**config.mk**
```make
export PLATFORM = sky130hd
export DESIGN_NAME = i2c_slave_regfile_flat
export DESIGN_NICKNAME = d
export VERILOG_FILES = /design/src/rtl/i2c_slave_regfile_if.sv /design/src/rtl/i2c_slave_regfile.sv /design/src/flat_wrapper.sv
export SDC_FILE = /design/constraint.sdc
export NUM_CORES = 1
export LEC_CHECK = 0
export CAP_MARGIN = 20
export CORE_UTILIZATION = 65
export DETAILED_ROUTE_END_ITERATION = 6
export PLACE_DENSITY = 0.93
export SLEW_MARGIN = 40
export SYNTH_ARGS = -nofsm -noshare
export SYNTH_HDL_FRONTEND = slang
export SYNTH_SLANG_ARGS = --single-unit
```
**constraint.sdc**
```tcl
create_clock -name clk -period 4.8 [get_ports clk]
set_input_delay 0.48 -clock clk [delete_from_list [all_inputs] [get_ports clk]]
set_output_delay 0.48 -clock clk [all_outputs]
set_load 0.05 [all_outputs]
```
**src/rtl/i2c_slave_regfile_if.sv**
```systemverilog
// Bundle of the I2C byte-engine handshake, the host port and the write-notify outputs.
interface i2c_slave_regfile_if #(
  parameter int unsigned ADDR_W = 4
);
  logic              start;
  logic [7:0]        datareceive;
  logic              received;
  logic              sended;
  logic [7:0]        datasend;
  logic [ADDR_W-1:0] host_addr;
  logic [7:0]        host_rdata;
  logic              host_we;
  logic [7:0]        host_wdata;
  logic              wr_strobe;
  logic [ADDR_W-1:0] wr_addr;
  logic [7:0]        wr_data;
  logic [ADDR_W-1:0] ptr;

  // Register bank side
  modport slave (
    input  start, datareceive, received, sended,
    input  host_addr, host_we, host_wdata,
    output datasend, host_rdata, wr_strobe, wr_addr, wr_data, ptr
  );

  // Byte engine / user logic side
  modport master (
    output start, datareceive, received, sended,
    output host_addr, host_we, host_wdata,
    input  datasend, host_rdata, wr_strobe, wr_addr, wr_data, ptr
  );
endinterface

```
**src/rtl/i2c_slave_regfile.sv**
```systemverilog
// Register bank behind the I2C slave byte engine: first byte after start sets the
// pointer, later bytes write with auto-increment, transmitted bytes stream from the pointer.
module i2c_slave_regfile #(
  parameter int unsigned             ADDR_W  = 4,
  parameter logic [(2**ADDR_W)-1:0]  RO_MASK = '0
) (
  input  logic                  clk,
  input  logic                  reset,
  i2c_slave_regfile_if.slave    bus
);

  localparam int unsigned REG_COUNT = 2**ADDR_W;
  localparam int unsigned DATA_W    = 8;

  typedef enum logic [1:0] {
    S_IDLE = 2'd0,
    S_PTR  = 2'd1,
    S_DATA = 2'd2
  } state_t;

  state_t              state_q, state_d;
  logic [ADDR_W-1:0]   ptr_q, ptr_d;
  logic                received_d, sended_d;
  logic                rx_rise, tx_rise;
  logic                i2c_we_c;
  logic [DATA_W-1:0]   regs_q [REG_COUNT];
  logic [DATA_W-1:0]   datasend_q;
  logic                wr_strobe_q;
  logic [ADDR_W-1:0]   wr_addr_q;
  logic [DATA_W-1:0]   wr_data_q;

  assign rx_rise = bus.received & ~received_d;
  assign tx_rise = bus.sended & ~sended_d;

  // Edge-detect history for the engine's level handshakes
  always_ff @(posedge clk or negedge reset) begin
    if (!reset) begin
      received_d <= 1'b0;
      sended_d   <= 1'b0;
    end else begin
      received_d <= bus.received;
      sended_d   <= bus.sended;
    end
  end

  // State and pointer registers
  always_ff @(posedge clk or negedge reset) begin
    if (!reset) begin
      state_q <= S_IDLE;
      ptr_q   <= '0;
    end else begin
      state_q <= state_d;
      ptr_q   <= ptr_d;
    end
  end

  // Next state, pointer and write decision; start swallows any coincident edge
  always_comb begin
    state_d  = state_q;
    ptr_d    = ptr_q;
    i2c_we_c = 1'b0;
    if (bus.start) begin
      state_d = S_PTR;
    end else if (rx_rise) begin
      case (state_q)
        S_PTR: begin
          ptr_d   = bus.datareceive[ADDR_W-1:0];
          state_d = S_DATA;
        end
        S_DATA: begin
          i2c_we_c = ~RO_MASK[ptr_q];
          ptr_d    = ptr_q + ADDR_W'(1);
        end
        default: begin
          state_d = state_q;
        end
      endcase
    end else if (tx_rise) begin
      ptr_d = ptr_q + ADDR_W'(1);
    end
  end

  // Register array; the I2C write is applied last so it wins an address collision
  always_ff @(posedge clk or negedge reset) begin
    if (!reset) begin
      for (int i = 0; i < int'(REG_COUNT); i++) begin
        regs_q[i] <= '0;
      end
    end else begin
      if (bus.host_we) begin
        regs_q[bus.host_addr] <= bus.host_wdata;
      end
      if (i2c_we_c) begin
        regs_q[ptr_q] <= bus.datareceive;
      end
    end
  end

  // Committed-write notification and transmit byte staging
  always_ff @(posedge clk or negedge reset) begin
    if (!reset) begin
      wr_strobe_q <= 1'b0;
      wr_addr_q   <= '0;
      wr_data_q   <= '0;
      datasend_q  <= '0;
    end else begin
      wr_strobe_q <= i2c_we_c;
      if (i2c_we_c) begin
        wr_addr_q <= ptr_q;
        wr_data_q <= bus.datareceive;
      end
      datasend_q <= regs_q[ptr_q];
    end
  end

  assign bus.datasend   = datasend_q;
  assign bus.host_rdata = regs_q[bus.host_addr];
  assign bus.wr_strobe  = wr_strobe_q;
  assign bus.wr_addr    = wr_addr_q;
  assign bus.wr_data    = wr_data_q;
  assign bus.ptr        = ptr_q;

endmodule

```
**src/flat_wrapper.sv**
```systemverilog
// flat-port wrapper written by rule: the top's interface ports become plain ports
module i2c_slave_regfile_flat 
#(
  parameter int unsigned             ADDR_W  = 4,
  parameter logic [(2**ADDR_W)-1:0]  RO_MASK = '0
)
  (clk, reset, bus_start, bus_datareceive, bus_received, bus_sended, bus_host_addr, bus_host_we, bus_host_wdata, bus_datasend, bus_host_rdata, bus_wr_strobe, bus_wr_addr, bus_wr_data, bus_ptr);
  i2c_slave_regfile_if #(.ADDR_W(ADDR_W)) bus_i ();
  input  logic clk;
  input  logic reset;
  input wire logic [$bits(bus_i.start)-1:0] bus_start;
  input wire logic [$bits(bus_i.datareceive)-1:0] bus_datareceive;
  input wire logic [$bits(bus_i.received)-1:0] bus_received;
  input wire logic [$bits(bus_i.sended)-1:0] bus_sended;
  input wire logic [$bits(bus_i.host_addr)-1:0] bus_host_addr;
  input wire logic [$bits(bus_i.host_we)-1:0] bus_host_we;
  input wire logic [$bits(bus_i.host_wdata)-1:0] bus_host_wdata;
  output wire logic [$bits(bus_i.datasend)-1:0] bus_datasend;
  output wire logic [$bits(bus_i.host_rdata)-1:0] bus_host_rdata;
  output wire logic [$bits(bus_i.wr_strobe)-1:0] bus_wr_strobe;
  output wire logic [$bits(bus_i.wr_addr)-1:0] bus_wr_addr;
  output wire logic [$bits(bus_i.wr_data)-1:0] bus_wr_data;
  output wire logic [$bits(bus_i.ptr)-1:0] bus_ptr;
  assign bus_i.start = bus_start;
  assign bus_i.datareceive = bus_datareceive;
  assign bus_i.received = bus_received;
  assign bus_i.sended = bus_sended;
  assign bus_i.host_addr = bus_host_addr;
  assign bus_i.host_we = bus_host_we;
  assign bus_i.host_wdata = bus_host_wdata;
  assign bus_datasend = bus_i.datasend;
  assign bus_host_rdata = bus_i.host_rdata;
  assign bus_wr_strobe = bus_i.wr_strobe;
  assign bus_wr_addr = bus_i.wr_addr;
  assign bus_wr_data = bus_i.wr_data;
  assign bus_ptr = bus_i.ptr;
  i2c_slave_regfile #(.ADDR_W(ADDR_W), .RO_MASK(RO_MASK)) u_core (.clk(clk), .reset(reset), .bus(bus_i));
endmodule
```
* Yosys cells after proc, flatten, opt, wreduce, memory -nomap -nowiden
Memories as Yosys holds them, arrays and structs flattened.
Index checks and enable logic that the tools add are counted.
** Storage, ports and cells
- Bits in registers :: 157
- ROM bits :: 16
- Input port bits :: 26
- Output and inout bits :: 33
- Word-level logic and storage cells :: 73
- Memories :: 1
** Memory list
- (name not given) :: depth 16, width 1, read ports 1, clocked after memory_dff 0, wr ports 0, line i2c_slave_regfile.sv:71 : i2c_we_c = ~RO_MASK[ptr_q];
** Cells by class
- $add $sub $neg :: 1
- Magnitude comparators :: 5
- Equality and inequality tests :: 3
- Mux-type cells :: 24
- Bitwise gates (word level) :: 8
- Reductions and logical operators :: 7
** Operators by type and width (count)
- 128-bit bitwise mux :: 2
- 128-bit 2-to-1 mux :: 2
- 8-bit binary-select mux with 4-bit select :: 2
- 8-bit demux with 4-bit select :: 2
- 8-bit 2-to-1 mux :: 6
- 5-bit >= comparator (second input constant) :: 2
- 5-bit by 1-bit < comparator with 1-bit output (second input constant) :: 2
- 4-bit inverter with 5-bit output :: 2
- 4-bit 2-to-1 mux :: 2
- 4-bit case mux with 2 select lines :: 1
- 2-bit 2-to-1 mux :: 3
- 2-bit nonzero test :: 3
- 4-bit by 5-bit < comparator with 1-bit output (second input constant) :: 1
- 4-bit by 1-bit adder with 4-bit output (second input constant) :: 1
- 1-bit 2-to-1 mux :: 4
- 1-bit inverter :: 4
- 3-bit inequality test (second input constant) :: 1
- 3-bit AND reduction :: 1
- 1-bit AND :: 2
- 2-bit by 1-bit == test with 1-bit output (second input constant) :: 1
- 2-bit == test (second input constant) :: 1
- 1-bit logical AND :: 2
- 2-bit AND reduction :: 1

* Longest topological paths before layout
Gate-level depths: netlist (run 1).
- Depth after elaboration :: 9
- Gate-level depth with buffers :: 9
- Gate-level depth less buffers :: 6

* Least setup slack after synthesis (run 1)
OpenSTA, ideal clock, no wires.
- Path kind :: input to output
- Start :: input port bus_host_addr[1]
- End :: output port bus_host_rdata[1]
- Data arrival time :: 1868 ps
- Required time :: 4320 ps
- Setup slack :: 2452 ps
- Stages on the path :: 5
- Path buffers :: 2
- Cell sequence :: buf_2 -> clkbuf_1 -> mux4_2 -> a22oi_1 -> nand2_1
** On the way
- Longest elaborated chain between the ends :: 4
** RTL lines
- from (decl) :: line flat_wrapper.sv:15 : input wire logic [$bits(bus_i.host_addr)-1:0] bus_host_addr;
- 4-bit inverter with 5-bit output (not written as such) :: line i2c_slave_regfile.sv:117 : assign bus.host_rdata = regs_q[bus.host_addr];
- 8-bit binary-select mux with 4-bit select :: line i2c_slave_regfile.sv:117
- 8-bit 2-to-1 mux (not written as such) (2 in a row) :: line i2c_slave_regfile.sv:117
- to (decl) :: line flat_wrapper.sv:19 : output wire logic [$bits(bus_i.host_rdata)-1:0] bus_host_rdata;
Every way passes these cells. The select of a mux whose other input is x is not followed.

* Final worst setup path (run 1)
- Start :: input port bus_host_addr[2]
- End :: output port bus_host_rdata[5]
Same word-level chain as after synthesis.

==> metrics.md, run 1 <==
| Metric | Value |
|---|---|
| RSZ-0062 raised after global routing | `false` |
| Flops & latches, synth | `roughly 160` |
| Crit path capture | `bus_host_rdata[5]` |
| Pleak | `about 4.3 nW` |
| CTS root buf | `clkbuf_16` |
| Gpl congestion | `between 0.8 and 0.9` |
| CTS Buffer Depth | `2` |
| Clk_lat worst skew | `about 0.45 ns` |
| Violated checks | `design-rule violations` |
| Die area | `between 10000 and 15000 um2` |
| Multi-input gate area | `4890 um2` |
| Antenna diode count | `0` |
| Clk pwr share | `between 20% and 30%` |
| Initial cell density of the core | `67.0%` |
| Number of flops mapped to enable cells by yosys | `0` |
| Commonest register cell after synthesis | `dfrtp_1` |
| Status | `finished with violations` |
| Internal Power | `3.39 mW` |
| Sequential area share after synthesis | `about two fifths` |
| Worst slew pin tran | `around 0.9 ns` |
| Avg Inst Size Synth | `around 11 um2` |
| Nets | `866` |
| Final Slew Violations | `0` |
| Core Area | `between 10000 and 15000 um2` |
| Ys Warns | `0` |
| Vias in the first global route | `between 7000 and 8000` |
| DR iter-0 viols | `about 1300` |
| CP Max Fanout | `8` |
| Fin Clk Skew | `0.0107 ns` |
| WL per Instance | `between 20 and 25 um` |
| Sw Share | `a little over a third` |
| Post-route ant nets | `0` |
| Post-Syn Nets | `between 800 and 900` |
| Library cells used by synthesis | `41` |
| Port Buffer Count | `58` |
| Storage cell area | `about 3900 um2` |
| Mean number of vias per cell | `7.05` |
| DIE WIDTH | `roughly 120 um` |
| Max_cap viols | `0` |
| Num CTS Buffers | `17` |
| Tot Pwr | `approximately 5.3 mW` |
| Total gr overflow | `0` |
| Final hold vios | `0` |
| Setup_tns | `0 ns` |
| Layout area overhead | `10.1%` |
| Initial antenna violation count | `0` |
| Combinational share of power | `approximately a third` |
| Layout Utilization | `around 74%` |
| Cell depth of the worst flop-to-flop path | `7` |
| Sequential share of power | `37.3%` |
| R2r startpoint | `u_core.state_q[0]` |
| RR Endpoint | `u_core.regs_q[27]` |
| CP Class | `input pin to output port` |
| Total routed wirelength | `approximately 26 mm` |
| Setup Viol. Count Final | `0` |
| I/O pin count | `59` |
| Worst Setup Start Kind | `input pin` |
| Clk pin slew, worst setup/hold paths | `approximately 0.060 ns` |
| Row cnt | `43` |
| Worst vdd ir | `roughly 0.00046 V` |
| Final HPWL DP | `between 15 and 20 mm` |
| Hold crit path type | `input pin to flop` |
| Mapped Cells | `between 800 and 900` |
| Fill count | `approximately 890` |
| Critical path startpoint | `bus_host_addr[2]` |
| Share of layout cells above drive strength 1 | `16.1%` |
| Post-layout minimum cycle time | `approximately 3.7 ns` |
| # clock sinks | `157` |
| Largest net degree at the start of global routing | `57` |
| Post-cts sizing count | `0` |
| Max transition margin | `about two fifths` |
| Drt drc | `1` |
| Area share of the largest cell type after synthesis | `roughly two fifths` |
| Pwr Density | `510 nW/um2` |
| Synth top area cells | `dfrtp_1, mux4_2, mux2i_1, o21ai_1, nand2_1` |
| # H-tree levels | `4` |
| Crit path required time | `4.32 ns` |
| R2R setup slack | `2.33 ns` |
| Tot GR Track Use | `37.2%` |
| P_sw | `1.88 mW` |
| Die height | `122 um` |
| Synthesized area | `between 9000 and 10000 um2` |
| Most frequent cells in the layout | `dfrtp_1, nand2_1, mux2i_1` |
| Vias | `around 7200` |
| DRT Pass-1 Iters | `7` |
| Final Worst Setup Slack | `1.10 ns` |
| Crit path DAT | `3.22 ns` |
| Wire length of the first global-routing pass | `around 40 mm` |
| CTS tree | `built` |
| Dpl ws | `1.12 ns` |
| Fmax | `approximately 0.27 GHz` |
| Synth async-reset ratio | `100%` |
| Leading cell type in the layout, fill and taps excluded | `dfrtp_1` |
| Worst setup EP type | `output port` |
| Post-synth top area cell | `dfrtp_1` |
| Final cycle utilization of the critical path | `between 70% and 80%` |
timing repair:
item	CTS	global route
hold buffers	1	0
setup endpoints to repair	0	0
setup buffers	0	0
hold endpoints to repair	45	0
final cells by class:
cell class / instances / area share, %
tap: 180 / 2.18
multi-input combinational: 589 / 47.3
clock inverter: 11 / 1.59
clock buffer: 21 / 4.56
inverter: 4 / 0.145
timing repair buffer: 65 / 6.12
sequential: 157 / 38.1
cell usage after synthesis (2+ instances only):
cell type and instances:
mux2_2 13, mux4_2 64, and3_1 17, and2_1 2, nand3b_1 2, o21ai_0 2, buf_4 25, clkbuf_1 17
inv_1 4, nor3_1 2, ha_1 6, a22oi_1 32, buf_2 35, nand3_1 2, a21oi_1 2, or3_1 3
mux2i_1 130, buf_6 10, nor2b_1 5, nand2b_1 3, nor2_2 9, o21ai_1 127, dfrtp_1 157, buf_1 3
nand2_1 146, nor2_1 6, nand3b_4 2, o31ai_1 2
worst max-delay path, stage by stage:
cell and delay [ns]:
clkdlybuf4s50_1 0.70, nor2b_1 0.74, a22oi_1 0.30, nand2_1 0.18, clkdlybuf4s50_1 0.81
sequential cells by signal, indices dropped and copies added (netlist names):
register              cells
u_core.state_q            2
u_core.bus.wr_addr        4
u_core.received_d         1
u_core.bus.wr_data        8
u_core.bus.ptr            4
u_core.bus.datasend       8
u_core.sended_d           1
u_core.regs_q           128
u_core.bus.wr_strobe      1
power groups by stage:
stage | clock (mW) | sequential [mW] | combinational (mW)
2_1_floorplan | 0 | 2.05 | 1.15
3_3_place_gp | 0 | 1.94 | 1.71
3_5_place_dp | 0 | 1.95 | 1.78
4_1_cts | 1.47 | 1.94 | 1.80
5_1_grt | 1.53 | 1.99 | 1.93
6_report | 1.47 | 1.97 | 1.83
kinds of logic after synthesis:
family	Yosys count	synth area share, %
AO/OA/AOI/OAI	169	10.0
adder cells (fa/ha/maj)	6	0.801
buffers and inverters	95	6.08
flip-flops	157	41.9
multiplexers	207	30.8
AND/OR/NAND/NOR	207	10.4
how the worst min path moves through the flow:
| stage | startpoint | endpoint | cells after the start |
|---|---|---|---|
| after global placement | reset | u_core.regs_q[31] | 1 |
| after detailed placement | reset | u_core.regs_q[95] | 1 |
| after global routing | u_core.bus.wr_addr[2] | u_core.bus.wr_addr[2] | 1 |
| final | bus_sended | u_core.sended_d | 1 |
| after CTS | bus_sended | u_core.sended_d | 1 |
| after floorplan | reset | u_core.bus.datasend[0] | 0 |
routing by layer:
metal / global-route usage [%] / vias to the layer above / routed length [um]
met3: 12.7 / 92 / 3510
li1: - / 3033 / -
met2: 55.6 / 646 / 11900
met5: 0 / - / 0
met1: 49.5 / 3471 / 9250
met4: 16.2 / 0 / 975
stage by stage:
stage          hold WS [ns]  instances  cell area (um2)
6_report              0.507       1027            10300
2_1_floorplan         0.184        841             9380
3_5_place_dp          0.458        994             9670
5_1_grt               0.525       1027            10300
3_3_place_gp          0.455        994             9670
4_1_cts               0.503       1027            10300
No activity file was read; power rests on OpenSTA's default activity.
==> run 2, diff against run 1 <==
CORE_UTILIZATION = 54   (was 65)
PLACE_DENSITY = 0.84   (was 0.93)
clock period = 3.3 ns   (was 4.8 ns; I/O delays follow)
==> metrics.md, run 2 (same netlist as run 1, synthesis figures left out) <==
| Metric | Value |
|---|---|
| Status | `complete, no violations` |
| DRT Pass-1 Iters | `6` |
| Core Area | `16800 um2` |
| Tot GR Track Use | `31.0%` |
| WL per Instance | `approximately 25 um` |
| Worst vdd ir | `0.000599 V` |
| Final Worst Setup Slack | `about 0.36 ns` |
| Non-Filler Instances | `~1100` |
| Drt drc | `0` |
| Fin Clk Skew | `0.0122 ns` |
| Crit path DAT | `2.61 ns` |
| Final HPWL DP | `16.8 mm` |
| Vias in the first global route | `7224` |
| Final hold vios | `0` |
| Antenna diode count | `0` |
| Num CTS Buffers | `17` |
| RSZ-0062 raised after global routing | `false` |
| Placed Cells incl. Taps | `roughly 1000` |
| Worst Setup Start Kind | `input pin` |
| Pleak | `roughly 4.3 nW` |
| Fin area | `roughly 10000 um2` |
| Dpl ws | `just under 0.5 ns` |
| Layout Utilization | `between 60% and 70%` |
| Post-route ant nets | `0` |
| Max_cap viols | `0` |
| Layout area overhead | `10.9%` |
| CP Class | `input pin to output port` |
| Nets | `between 800 and 900` |
| Total gr overflow | `0` |
| Largest register FFs | `128` |
| # clock sinks | `around 160` |
| Wire length of the first global-routing pass | `between 40 and 50 mm` |
| # H-tree levels | `4` |
| CTS Buffer Depth | `2` |
| Initial cell density of the core | `~56%` |
| Worst setup EP type | `output port` |
| Port Buffer Count | `58` |
| Mean number of vias per cell | `6.73` |
| Crit path required time | `between 2 and 3 ns` |
| Worst slew pin tran | `about 0.91 ns` |
| Clk pin slew, worst setup/hold paths | `around 0.07 ns` |
| Total routed wirelength | `about 26 mm` |
| Top reg by flops | `u_core.regs_q` |
| Die area | `around 18000 um2` |
| Initial antenna violation count | `0` |
| Largest net degree at the start of global routing | `58` |
| Max transition margin | `just under 40%` |
| Vias | `just over 7000` |
| Pwr Density | `approximately 730 nW/um2` |
| Die height | `about 130 um` |
| Share of layout cells above drive strength 1 | `18.1%` |
| CTS tree | `built` |
| Hold crit path type | `input pin to flop` |
| Setup Viol. Count Final | `0` |
| I/O pin count | `between 50 and 60` |
| Row cnt | `47` |
| Clk_lat worst skew | `between 0.4 and 0.5 ns` |
| CP Max Fanout | `8` |
| Fmax | `approximately 0.34 GHz` |
| Final cycle utilization of the critical path | `approximately 90%` |
| Post-layout minimum cycle time | `~3 ns` |
| CTS root buf | `clkbuf_16` |
| Post-cts sizing count | `0` |
| Leading cell type in the layout, fill and taps excluded | `dfrtp_1` |
| Dpl cell area | `approximately 9800 um2` |
| Setup_tns | `0 ns` |
| Most frequent cells in the layout | `dfrtp_1, nand2_1, mux2i_1` |
| Final Slew Violations | `0` |
| DIE WIDTH | `134 um` |
| DR iter-0 viols | `about 950` |
| Gpl congestion | `approximately 0.91` |
run 2: cell types whose count changed in the layout (fill, tap and decap cells not counted), sizes merged:
cell	change
bufinv	-2
clkbuf	-3
inv	+6
clkinv	-1
buf	+21
clkdlybuf4s50	-11
run 2: what timing repair did:
item | 4_1_cts | 5_1_grt
hold buffers | 1 | 0
hold endpoints to repair | 39 | 0
setup buffers | 0 | 0
run 2: worst paths after layout:
check,start,end,slack (ns),cells past startpoint
max,bus_host_addr[2],bus_host_rdata[4],0.36,5
min,bus_sended,u_core.sended_d,0.36,1
max reg2reg,u_core.state_q[0],u_core.regs_q[93],0.85,6
min reg2reg,u_core.bus.wr_data[3],u_core.bus.wr_data[3],0.51,1
max in group asynchronous,reset,u_core.bus.wr_data[4],2.11,3
min in group asynchronous,reset,u_core.regs_q[58],0.40,2
run 2: power by group:
group / total [mW] / switching [mW] / leakage [nW] / internal [mW]
registers: 2.83 / 0.417 / 1.94 / 2.41
clock network: 2.02 / 0.873 / 0.289 / 1.15
logic: 2.76 / 1.53 / 2.11 / 1.23
run 2: layout make-up:
| cell class | instances | area [um2] |
|---|---|---|
| Timing Repair Buffer | 75 | 704 |
| Fill cell | 1304 | 6360 |
| Inverter | 4 | 15.0 |
| Multi-Input combinational cell | 589 | 4880 |
| Clock buffer | 18 | 439 |
| Sequential cell | 157 | 3930 |
| Clock inverter | 14 | 159 |
| Tap cell | 220 | 275 |
run 2: routing by layer:
metal / wire length, um / vias to the layer above / track usage [%]
met5: 0 / - / 0
li1: - / 3047 / -
met1: 9930 / 3576 / 41.1
met4: 1010 / 0 / 13.8
met2: 12300 / 536 / 47.6
met3: 3210 / 89 / 9.03
run 2: worst max-delay path: stages:
cell             delay, ns
clkdlybuf4s50_1       0.75
nor2b_1               0.77
a22oi_1               0.32
nand2_1               0.20
buf_4                 0.22
run 2: per-stage QoR:
stage                     power (mW)  hold WS [ns]
after floorplan                 4.65        0.0344
after global routing            7.91         0.371
final                           7.61         0.363
after CTS                       7.55         0.356
after global placement          5.43         0.278
after detailed placement        5.53         0.275
==> patch: new RTL, flow settings as in run 1 <==
`ADDR_W` is set to 4 in 3 places; all go to 2.
--- a/src/rtl/i2c_slave_regfile_if.sv
+++ b/src/rtl/i2c_slave_regfile_if.sv
@@ -1,5 +1,5 @@
 // Bundle of the I2C byte-engine handshake, the host port and the write-notify outputs.
 interface i2c_slave_regfile_if #(
-  parameter int unsigned ADDR_W = 4
+  parameter int unsigned ADDR_W = 2
 );
   logic              start;
--- a/src/rtl/i2c_slave_regfile.sv
+++ b/src/rtl/i2c_slave_regfile.sv
@@ -2,5 +2,5 @@
 // pointer, later bytes write with auto-increment, transmitted bytes stream from the pointer.
 module i2c_slave_regfile #(
-  parameter int unsigned             ADDR_W  = 4,
+  parameter int unsigned             ADDR_W  = 2,
   parameter logic [(2**ADDR_W)-1:0]  RO_MASK = '0
 ) (
--- a/src/flat_wrapper.sv
+++ b/src/flat_wrapper.sv
@@ -2,5 +2,5 @@
 module i2c_slave_regfile_flat 
 #(
-  parameter int unsigned             ADDR_W  = 4,
+  parameter int unsigned             ADDR_W  = 2,
   parameter logic [(2**ADDR_W)-1:0]  RO_MASK = '0
 )
Ports: changed (resized bus_host_addr, bus_ptr and bus_wr_addr); port bits go from 59 to 53. No check against the original RTL was run, so the function may have changed too.
==> patch against run 1 <==
- the run still ends with design-rule violations left
- synthesized cell count shrank 73%
- total power shrank 64%
- global-route usage shrank 7.4 points
- setup slack gained 490 ps
- critical path depth shrank 2
- register-to-register slack gained 630 ps
- core utilization grew 9.0 points
- synthesized area shrank 67%
- sequential cell count shrank 100
- final cell count shrank 67%
- non-clock buffer count shrank 11
- clock power shrank 66%
- design area shrank 64%
- wire length shrank 75%
- largest cell class unchanged
==> patch: results (changes against run 1) <==
sta:
  max_slew_margin_pct: 47.3  # was 40.0%
  share_of_the_cycle_needed_by_the_critical_path_after_routing_pct: 66.9  # was 77.0%
worst_setup_path:
  regToRegStartpoint: "u_core.bus.ptr[0]"  # was u_core.state_q[0]
  cp_max_fo: 12  # was 8
  worst_r2r_endpoint: "u_core.regs_q[30]"  # was u_core.regs_q[27]
  arrival_ps: 2730  # was 3220 ps
  reg2reg_setup_slack_ps: 2960  # was 2330 ps
drt:
  route.detailed.drc: 4  # was 1
place:
  pre_cts_slack_ps: 1590  # was 1120 ps
  gp_routability_congestion: 0.809  # was 0.881
  placedInstanceArea_sq_um: 3480  # was 9670 sq um
outcome:
  run_status: "complete, but fails checks"  # unchanged
  violations: "design-rule violations"  # unchanged
logic_synthesis:
  yosysUniqueCellTypes: 23  # was 41
  post_synthesis_sequential_area_ratio_pct: 46.1  # was 41.9%
  post_synth.cell_area_avg_sq_um: 13.6  # was 11.2 sq um
  synthesis.nets: 258  # was 873
  synthAdderAreaFrac_pct: 2.42  # was 0.801%
  synth-compound-area-share_pct: 9.54  # was 10.0%
global_route:
  track_usage_pct: 29.8  # was 37.2%
  grt_pass1_vias: 2168  # was 7182
cts:
  clk_root_buffer_cell: "sky130_fd_sc_hd__clkbuf_8"  # was sky130_fd_sc_hd__clkbuf_16
layout:
  drive_above_1_share_pct: 26.2  # was 16.1%
  number_of_flip_flops_in_the_largest_register: 32  # was 128
power:
  power.static_leakage_nw: 1.65  # was 4.28 nW
patch: changes by cell type after synthesis, sizes merged, moves of 32 or more:
cell / delta
dfrtp: -100
buf: -60
nand2: -115
o21ai: -97
mux4: -48
mux2i: -94
a22oi: -32
patch: metal layers:
layer	wire length (um)	GRT usage (%)	up-vias	part of all wire (%)
met1	2870	40.2	1035	44
li1	-	-	916	-
met5	0	0	-	0
met4	68	9.11	0	1.0
met3	387	8.12	6	6.0
met2	3170	47.9	65	49
patch: how the worst max path moves through the flow:
stage / start / endpoint
floorplan: u_core.bus.ptr[0] / u_core.regs_q[24]
global placement: bus_host_addr[0] / bus_host_rdata[1]
detailed placement: bus_host_addr[0] / bus_host_rdata[0]
CTS: bus_host_addr[0] / bus_host_rdata[1]
global route: bus_host_addr[0] / bus_host_rdata[1]
finish: bus_host_addr[0] / bus_host_rdata[1]
patch: area by class of cell:
type,count,area [sq um],area share (%)
Timing Repair Buffer,54,531,14.3
Clock inverter,5,78.8,2.13
Inverter,4,15.0,0.405
Clock buffer,11,141,3.82
Multi-Input combinational cell,151,1450,39.1
Sequential cell,57,1430,38.5
Tap cell,52,65.1,1.76
patch: power by group through the flow:
stage	Sequential, mW	Combinational (mW)	Clock (mW)
2_1_floorplan	0.831	0.338	0
3_3_place_gp	0.701	0.676	0
3_5_place_dp	0.711	0.691	0
4_1_cts	0.703	0.697	0.503
5_1_grt	0.718	0.731	0.522
6_report	0.704	0.693	0.497
patch: cell families after synthesis:
logic type      after synthesis
mux                          62
flops                        57
simple gates                 48
compound gates               35
buf+inv                      20
fa+ha+maj                     6
patch: worst max-delay path, cell delays in order:
cell,delay (ps)
sky130_fd_sc_hd__clkdlybuf4s50_1,920
sky130_fd_sc_hd__mux4_2,610
sky130_fd_sc_hd__clkdlybuf4s50_1,720
